File: src/rtl/dft_sweep_ctrl.sv
// Sweeps a single-bin DFT engine over all SAMPLES bins and buffers the results.
// Optional per-bin RUN timeout is compiled in with DFT_SWEEP_TIMEOUT_EN.
module dft_sweep_ctrl #(
  parameter int WIDTH   = 24,
  parameter int SAMPLES = 4,
  parameter int IDXW    = $clog2(SAMPLES),
  parameter int TIMEOUT = 64
) (
  input  logic             clk,
  input  logic             reset,
  input  logic             start,
  output logic             busy,
  output logic             done,
  output logic             err,
  output logic             eng_reset,
  output logic [IDXW-1:0]  eng_idx,
  input  logic             eng_ready,
  input  logic [WIDTH-1:0] eng_real,
  input  logic [WIDTH-1:0] eng_imag,
  input  logic [IDXW-1:0]  rd_idx,
  output logic [WIDTH-1:0] rd_real,
  output logic [WIDTH-1:0] rd_imag
);

  typedef enum logic [2:0] {IDLE, ARM, RUN, CAPT, DONE} state_t;

  state_t           state;
  logic             first_run;
  logic             capture;
  logic             timeout_hit;
  logic             wr_en;
  logic [WIDTH-1:0] wr_real;
  logic [WIDTH-1:0] wr_imag;
  logic [WIDTH-1:0] buf_real [SAMPLES];
  logic [WIDTH-1:0] buf_imag [SAMPLES];

`ifdef DFT_SWEEP_TIMEOUT_EN
  localparam int CW = $clog2(TIMEOUT + 1);
  logic [CW-1:0] run_cnt;

  always_comb begin
    timeout_hit = (state == RUN) && (run_cnt == CW'(TIMEOUT)) && !capture;
  end

  always_ff @(posedge clk) begin
    if (reset) begin
      run_cnt <= '0;
    end else if (state == RUN) begin
      run_cnt <= run_cnt + CW'(1);
    end else begin
      run_cnt <= CW'(1);
    end
  end
`else
  // No timeout in this build: RUN waits for the engine indefinitely.
  always_comb begin
    timeout_hit = (TIMEOUT < 0);
  end
`endif

  // Ready in the first RUN cycle is left over from the previous bin.
  always_comb begin
    capture = (state == RUN) && !first_run && eng_ready;
    wr_en   = capture || timeout_hit;
    wr_real = capture ? eng_real : {WIDTH{1'b0}};
    wr_imag = capture ? eng_imag : {WIDTH{1'b0}};
  end

  always_ff @(posedge clk) begin
    if (reset) begin
      state     <= IDLE;
      busy      <= 1'b0;
      done      <= 1'b0;
      err       <= 1'b0;
      eng_reset <= 1'b1;
      eng_idx   <= '0;
      first_run <= 1'b0;
    end else begin
      case (state)
        IDLE: begin
          done      <= 1'b0;
          eng_reset <= 1'b1;
          if (start) begin
            state   <= ARM;
            eng_idx <= '0;
            busy    <= 1'b1;
            err     <= 1'b0;
          end
        end
        ARM: begin
          state     <= RUN;
          eng_reset <= 1'b0;
          first_run <= 1'b1;
        end
        RUN: begin
          first_run <= 1'b0;
          if (wr_en) begin
            state     <= CAPT;
            eng_reset <= 1'b1;
            if (timeout_hit) begin
              err <= 1'b1;
            end
          end
        end
        CAPT: begin
          if (eng_idx == IDXW'(SAMPLES - 1)) begin
            state <= DONE;
            done  <= 1'b1;
          end else begin
            // CAPT already held the engine in reset, so it serves as the next arm cycle.
            eng_idx   <= eng_idx + IDXW'(1);
            state     <= RUN;
            eng_reset <= 1'b0;
            first_run <= 1'b1;
          end
        end
        DONE: begin
          state <= IDLE;
          done  <= 1'b0;
          busy  <= 1'b0;
        end
        default: begin
          state     <= IDLE;
          busy      <= 1'b0;
          done      <= 1'b0;
          eng_reset <= 1'b1;
        end
      endcase
    end
  end

  // Result buffer keeps its contents across reset.
  always_ff @(posedge clk) begin
    if (wr_en && !reset) begin
      buf_real[eng_idx] <= wr_real;
      buf_imag[eng_idx] <= wr_imag;
    end
  end

  always_ff @(posedge clk) begin
    if (reset) begin
      rd_real <= '0;
      rd_imag <= '0;
    end else begin
      rd_real <= buf_real[rd_idx];
      rd_imag <= buf_imag[rd_idx];
    end
  end

endmodule

File: config.mk
export PLATFORM = sky130hd
export DESIGN_NAME = dft_sweep_ctrl
export DESIGN_NICKNAME = d
export VERILOG_FILES = /design/src/rtl/dft_sweep_ctrl.sv
export SDC_FILE = /design/constraint.sdc
export NUM_CORES = 1
export LEC_CHECK = 0
export ABC_CLOCK_PERIOD_IN_PS = 3800
export CAP_MARGIN = 30
export CORE_MARGIN = 2
export CORE_UTILIZATION = 35
export CTS_BUF_LIST = sky130_fd_sc_hd__clkbuf_4 sky130_fd_sc_hd__clkbuf_8 sky130_fd_sc_hd__clkbuf_16
export CTS_CLUSTER_DIAMETER = 60
export DETAILED_ROUTE_END_ITERATION = 10
export HOLD_SLACK_MARGIN = 0.03
export SYNTH_ARGS = -nofsm -noshare
export SYNTH_HDL_FRONTEND = slang
export SYNTH_SLANG_ARGS = --single-unit
File: constraint.sdc
create_clock -name clk -period 3.8 [get_ports clk]
set_clock_uncertainty 0.2 [all_clocks]
set_input_delay 0.76 -clock clk [delete_from_list [all_inputs] [get_ports clk]]
set_output_delay 0.76 -clock clk [all_outputs]
set_load 0.01 [all_outputs]
* Word level (Yosys, flattened, before mapping)
Memory sizes are Yosys's and may differ from the RTL's. A register that Yosys moved wholly into a read port is not among the register bits. Index checks and enable logic that the tools add are counted. W data, S select, Z words.
Cells by class: muxes and demuxes 20, reductions and logical operators 16, equal/unequal tests 9, bitwise logic cells 3, add/sub/neg operators 1
Operator list (count):
- $mux W24 | 2
- $pmux W3 S4 | 1
- $mux W3 | 3
- $ne A2 B2 Y1 const B | 4
- $reduce_and A2 Y1 | 4
- $mux W1 | 7
- $eq A3 B2 Y1 const B | 2
- $reduce_and A3 Y1 | 2
- $mux W2 | 2
- $pmux W1 S2 | 2
- $pmux W1 S4 | 1
- $pmux W2 S2 | 1
- $eq A3 B1 Y1 const B | 1
- $eq A3 B3 Y1 const B | 1
- $logic_and A1 B1 Y1 | 3
- $logic_not A3 Y1 | 1
- $not A1 Y1 | 3
- $pmux W1 S3 | 1
- $reduce_bool A3 Y1 | 1
- $reduce_or A3 Y1 | 1
- $add A2 B1 Y2 const B | 1
- $eq A2 B2 Y1 const B | 1
- $logic_not A1 Y1 | 2
- $reduce_bool A2 Y1 | 1
- $reduce_or A2 Y1 | 1
Word-level totals: register bits after elaboration 9, logic and storage cells 57, output and inout port bits 54, memories 2, input port bits 54, memory bits (writable) 192
Memory list:
- buf_imag | words 4, width 24, read ports 1, clocked after memory_dff 1, write ports 1, RTL line 35 | logic [WIDTH-1:0] buf_imag [SAMPLES];
- buf_real | words 4, width 24, read ports 1, clocked after memory_dff 1, write ports 1, RTL line 34 | logic [WIDTH-1:0] buf_real [SAMPLES];

* Depth between registers and ports, before layout
Gate-level depths: netlist (run 1).
depth after elaboration 6, gate-level depth with buffers 5

* Worst setup path before layout (run 1)
OpenSTA, ideal clock, no wires.
path kind input -> register, start input port eng_ready, end memory buf_imag[1][0] (enable), data required time 3.189 ns, slack 0.498 ns, arrival time 2.691 ns, stages 4, path through nor2b_1 > nor3b_2 > clkbuf_1 > and3b_1
On the way: longest elaborated chain between the ends 4
Ends and longest elaborated chain:
- start, declared | RTL line 17 | input logic eng_ready,
- $logic_and A1 B1 Y1 | RTL line 63 | capture = (state == RUN) && !first_run && eng_ready;
- $logic_and A1 B1 Y1 | RTL line 134 | if (wr_en && !reset) begin
- $mux W1 | RTL line 134
- $mux W1 (not written as such) | RTL line 136 | buf_imag[eng_idx] <= wr_imag;
- end, declared | RTL line 35
No other way between the ends.

* Worst setup path in the final report (run 1)
start input port eng_ready, end memory buf_imag[1][19] (enable)
The elaborated chain is that of the path after synthesis.

==> run summary, run 1 <==
outcome: completed
share of cells above drive strength 1: 0.192
ys flop type: edfxtp_1
initial antenna violation count: 0
num ports: 108
CP Max Fanout: 34
clk root buf: clkbuf_16
Worst Hold End: eng_reset
CTS Sinks: 249
Starting Density: 0.357
Max Fclk: 380 MHz
Seq pwr share: 0.514
Hold Buf Count CTS: 0
Final min period: 2.63 ns
FF+latch count, synth: 249
peak supply drop: 0.247 mV
Setup CP Type: input pin to register
vias per cell: 4.67
Synth area leader: edfxtp_1
final worst path period share: 0.693
# setup viols final: 0
die width: 165 um
DRT antenna net count: 0
switching pwr: 1.15 mW
syn avg cell area: 19.6 um2
antenna cells: 0
CP endpoint kind: register
Worst R2R End: buf_imag[1][19]
Seq/Total Area, Yosys: 0.766
post-CTS setup buffer count: 0
P_leak: 3.91 nW
Area contributors post-synth: edfxtp_1 (64%), dfxtp_1 (13%), mux4_2 (12%), nor2b_1 (3.5%), and2_1 (3.3%)
Cells after Synth: 460
post-CTS resize count: 0
GP Congestion: 0.716
Fin Hold WS: 0.294 ns
FF-to-FF path depth: 4
Clock power frac: 0.436
HP Class: register to register
CTS tree: yes
Internal Pwr Total: 4.62 mW
reg2reg start: state[1]
FF-to-FF setup slack: 1.47 ns
Congestion Overflow GR: 0
global-route wire length before repair: 26,200 um
Port Buffers: 106
Num CTS Buffers: 27
drt wl/cell: 18.3 um
Total Wirelength: 17,000 um
total track usage: 0.128
startpoint types: input pin
vias in the first global route: 4,616
min-delay src: eng_reset
H-tree depth: 1
CTS max path bufs: 3
setup TNS: 0 ns
yosys warns: 0
hold depth: 2
Syn Std Cell Area: 9020 um2
Final Hold Fails: 0
final slew viol count: 0
largest net degree at the start of global routing: 49
Netlist cell types: 33
Die Span Y: 165 um
Combinational Power Share: 0.051
1st-iter DRT viols: 260
Slew HR: 0.648
non-filler cells, final: 929
CTS clock-pin slew for the worst setup and hold paths: 0.06 ns
WP data required: 3.81 ns
Async SR Flop Fraction: 0
Synth top area share: 0.639
RSZ-0062 raised after global routing: false
Power Density: 507 nW/um2
vias post-DR: 4,342
layout net count: 636
first-pass detailed-route iteration total: 5
CP Data Arrival Time: 2.64 ns
Residual DRC: 0
area grow syn2layout: 26.2%
Tightest Pin Transition: 0.528 ns
floorplan core area: 25,300 um2
Post-synth EDFFs: 192
die area: 27,100 um2
Synth Net Count: 518
Max Cap Violations: 0
Switching Share: 0.199
row count: 58
DP Cell Count: 879
clk_lat worst skew: 0.52 ns
dpl hpwl: 10,300 um
-- worst max-delay path by stage --
stage | start | to
2_1_floorplan | eng_ready | buf_imag[1][0]
3_3_place_gp | eng_ready | buf_imag[0][21]
3_5_place_dp | eng_ready | buf_imag[2][21]
4_1_cts | eng_ready | buf_real[2][5]
5_1_grt | eng_ready | buf_imag[1][7]
6_report | eng_ready | buf_imag[1][19]
-- state kept, by name (all words and copies together), names as in the netlist --
register,cells
buf_real,96
eng_reset,1
done,1
rd_imag,24
busy,1
state,3
eng_idx,2
buf_imag,96
first_run,1
rd_real,24
-- cells by family after synthesis --
group / share of synthesized area
flops: 0.766
simple gates: 0.0824
mux: 0.121
buf+inv: 0.0166
compound gates: 0.00846
fa+ha+maj: 0.00555
other cells: 0.000416
-- worst max-delay path, stage by stage --
cell,delay (ns)
clkdlybuf4s50_1,0.45
nor2b_1,0.24
nor3b_4,0.33
and3b_2,0.53
buf_12,0.29
-- per-layer routing --
metal,vias up,track usage,part of all wire
li1,1987,-,-
met1,2218,0.164,0.43
met2,111,0.219,0.50
met3,26,0.0284,0.059
met4,0,0.0344,0.017
met5,-,0,0
-- layout make-up --
type                            count  area, um2
Timing Repair Buffer              115       1190
Sequential cell                   249       6910
Multi-Input combinational cell    182       1980
Clock inverter                     11        105
Inverter                            3       11.3
Clock buffer                       39        778
Fill cell                        2183      13900
Tap cell                          330        413
-- metrics by stage --
| stage | worst slack [ns] | utilization | total power [mW] | area, um2 |
|---|---|---|---|---|
| 6_report | 1.17 | 0.451 | 5.77 | 11400 |
| 2_1_floorplan | 0.498 | - | 3.17 | 9020 |
| 3_5_place_dp | 0.651 | 0.416 | 3.32 | 10500 |
| 4_1_cts | 1.18 | 0.451 | 5.84 | 11400 |
| 5_1_grt | 1.08 | 0.451 | 5.97 | 11400 |
| 3_3_place_gp | 0.682 | 0.416 | 3.32 | 10500 |
-- cell usage in the layout (no fill, tap or decap), drive strengths merged, types with 2 or more instances in the layout --
cell / count
edfxtp: 192
clkdlybuf4s50: 103
dfxtp: 57
nor2b: 50
and2: 48
mux4: 48
clkbuf: 39
buf: 12
clkinv: 6
inv: 5
and3b: 4
a21oi: 4
ha: 4
nor3: 3
nor2: 3
clkinvlp: 2
nand2b: 2
-- power groups by stage --
stage	registers, mW	clock network (mW)	logic [mW]
global placement	3.02	0	0.296
CTS	2.96	2.58	0.301
floorplan	3.03	0	0.137
global route	2.97	2.69	0.317
detailed placement	3.02	0	0.298
finish	2.96	2.51	0.293
-- cell usage after synthesis, types with 3 or more instances --
master	n
a21oi_1	4
and2_1	48
and3b_1	4
buf_2	3
buf_4	4
buf_6	3
clkbuf_1	16
dfxtp_1	57
edfxtp_1	192
ha_1	4
inv_1	3
mux4_2	48
nor2_1	3
nor2b_1	50
nor3_1	3
Note: power is estimated with default switching activity, not from simulation.
==> run 2: changes to the inputs <==
--- a/config.mk
+++ b/config.mk
@@ -5,7 +5,7 @@
 export SDC_FILE = /design/constraint.sdc
 export NUM_CORES = 1
 export LEC_CHECK = 0
-export ABC_CLOCK_PERIOD_IN_PS = 3800
+export ABC_CLOCK_PERIOD_IN_PS = 2100
 export CAP_MARGIN = 30
 export CORE_MARGIN = 2
 export CORE_UTILIZATION = 35
==> constraint.sdc (replaced) <==
create_clock -name clk -period 2.1 [get_ports clk]
set_clock_uncertainty 0.2 [all_clocks]
set_input_delay 0.42 -clock clk [delete_from_list [all_inputs] [get_ports clk]]
set_output_delay 0.42 -clock clk [all_outputs]
set_load 0.01 [all_outputs]
==> run 2 against run 1 <==
  * Global-route usage up 0.31 points
  * Critical path depth is 4 lower
  * Via count increased by 1.1%
  * First-iteration DRC count increased by 5.0%
  * Die area unchanged
  * Count of clock-buffer cells in the layout is 4 lower
  * Highest routed layer unchanged
  * Flip-flop and latch count stayed put
  * Cell count rose by 1.2%
  * Cell area increased by 1.6%
  * Routed wire length is 2.0% higher
  * Non-clock buffer count rose by 14
  * Utilization rose by 0.73 points
==> run summary, run 2 (synthesis results as in run 1) <==
Starting Density: 0.357 (unchanged)
commonest non-fill, non-tap cells in the layout: edfxtp_1 (192), clkdlybuf4s50_1 (101), dfxtp_1 (55)
Port Buffers: 106 (unchanged)
startpoint types: register
die width: 165 um (unchanged)
RSZ-0062 raised after global routing: false
num ports: 108 (unchanged)
Critical path buffers and inverters: 1 (-1)
outcome: completed
CP cell instances: clkdlybuf4s50_1
CTS max path bufs: 3 (unchanged)
Final Hold Fails: 0 (unchanged)
HP Class: input pin to register
total track usage: 0.131 (+0.00306)
peak supply drop: 0.488 mV (+98%)
CTS Sinks: 249 (unchanged)
Residual DRC: 0 (unchanged)
Max Fclk: 497 MHz
CP Max Fanout: 2 (-94%)
largest net degree at the start of global routing: 49 (unchanged)
CTS clock-pin slew for the worst setup and hold paths: 0.06 ns (about the same)
Slew HR: 0.675 (+0.0263)
Max Cap Violations: 0 (unchanged)
commonest non-fill, non-tap cell in the layout: edfxtp_1
dpl hpwl: 10,900 um (+6.5%)
Num CTS Buffers: 26 (-3.7%)
Largest stage delay, worst path: 0.54 ns (about the same)
Tightest Pin Transition: 0.482 ns (-0.0457 ns)
area grow syn2layout: 28.2%
die area: 27,100 um2 (unchanged)
GP Congestion: 0.694 (-3.1%)
FF-to-FF path depth: 4 (unchanged)
global-route wire length before repair: 26,600 um (+1.8%)
clk_lat worst skew: 0.52 ns (about the same)
clk root buf: clkbuf_16
CP max stage cell: clkdlybuf4s50_1
final slew viol count: 0 (unchanged)
row count: 58 (unchanged)
# setup viols final: 0 (unchanged)
Top Registers: buf_imag x96, buf_real x96
floorplan core area: 25,300 um2 (unchanged)
post-CTS setup buffer count: 0 (unchanged)
critical path depth in cells: 1 (-4)
share of cells above drive strength 1: 0.213 (+0.0211)
layout net count: 649 (+2.0%)
initial antenna violation count: 0 (unchanged)
Setup CP Type: register to primary output
Final min period: 2.01 ns
vias per cell: 4.67 (about the same)
Die Span Y: 165 um (unchanged)
hold depth: 3 (+1)
CP endpoint kind: primary output
Congestion Overflow GR: 0 (unchanged)
final worst path period share: 0.959
Total Wirelength: 17,400 um (+2.0%)
Fin Hold WS: 0.189 ns (-0.105 ns)
WP data required: 1.48 ns (-2.33 ns)
Power Density: 894 nW/um2 (+76%)
vias in the first global route: 4,738 (+2.6%)
antenna cells: 0 (unchanged)
H-tree depth: 1 (unchanged)
CP delay by family, top: buffers and inverters
1st-iter DRT viols: 273 (+5.0%)
Post-Route Utilization: 0.458 (+0.00733)
vias post-DR: 4,390 (+1.1%)
CP Data Arrival Time: 1.39 ns (-1.25 ns)
P_leak: 4.01 nW (+2.6%)
CTS tree: yes
first-pass detailed-route iteration total: 4 (-1)
DRT antenna net count: 0 (unchanged)
drt wl/cell: 18.5 um (+0.85%)
==> run 2: cell types whose count changed in the layout (fill, tap and decap cells not counted), sizes merged <==
cell,delta
clkdlybuf4s50,-2
clkbuf,-4
dlygate4sd2,+1
clkinvlp,+1
buf,+14
dlymetal6s2s,+1
==> run 2: routing by layer <==
metal / global-route usage / up-vias / routed length [um]
li1: - / 2026 / -
met1: 0.164 / 2195 / 7240
met2: 0.229 / 138 / 8740
met3: 0.0284 / 31 / 1040
met4: 0.0340 / 0 / 344
met5: 0 / - / 0
==> run 2: cell type report <==
class | count | area, um2
clock inverters | 12 | 98.8
well taps | 330 | 413
clock buffers | 35 | 748
flip-flops and latches | 249 | 6910
fillers | 2139 | 13700
repair buffers | 129 | 1400
inverters | 3 | 11.3
multi-input cells | 182 | 1990
==> run 2: worst paths after layout <==
path | startpoint | to | slack (ns)
max | eng_reset | eng_reset | 0.09
min | reset | rd_imag[21] | 0.19
max reg2reg | state[2] | buf_real[2][23] | 0.23
min reg2reg | eng_reset | eng_reset | 0.29
==> run 2: where the power goes <==
group          switching (mW)  internal [mW]
Clock                    1.80           2.63
Sequential             0.0248           5.33
Combinational           0.233          0.321
==> run 2: through the flow <==
stage | cells | power (mW) | TNS, ns | area, um2 | setup WS (ns)
after floorplan | 460 | 5.73 | -7.33 | 9050 | -0.0407
after global placement | 893 | 6.02 | -103.85 | 10700 | -0.327
after detailed placement | 893 | 6.03 | -111.23 | 10700 | -0.349
after CTS | 940 | 10.5 | 0 | 11600 | 0.00259
after global routing | 940 | 10.7 | 0 | 11600 | 0.0453
final | 940 | 10.3 | 0 | 11600 | 0.0868
==> run 2: what timing repair did <==
action / in CTS / in global routing
hold buffers: 0 / 0
resized for setup: 3 / 1
setup endpoints to repair: 2 / 1
endpoints found under the hold margin: 0 / 0
pin swaps: 0 / 0
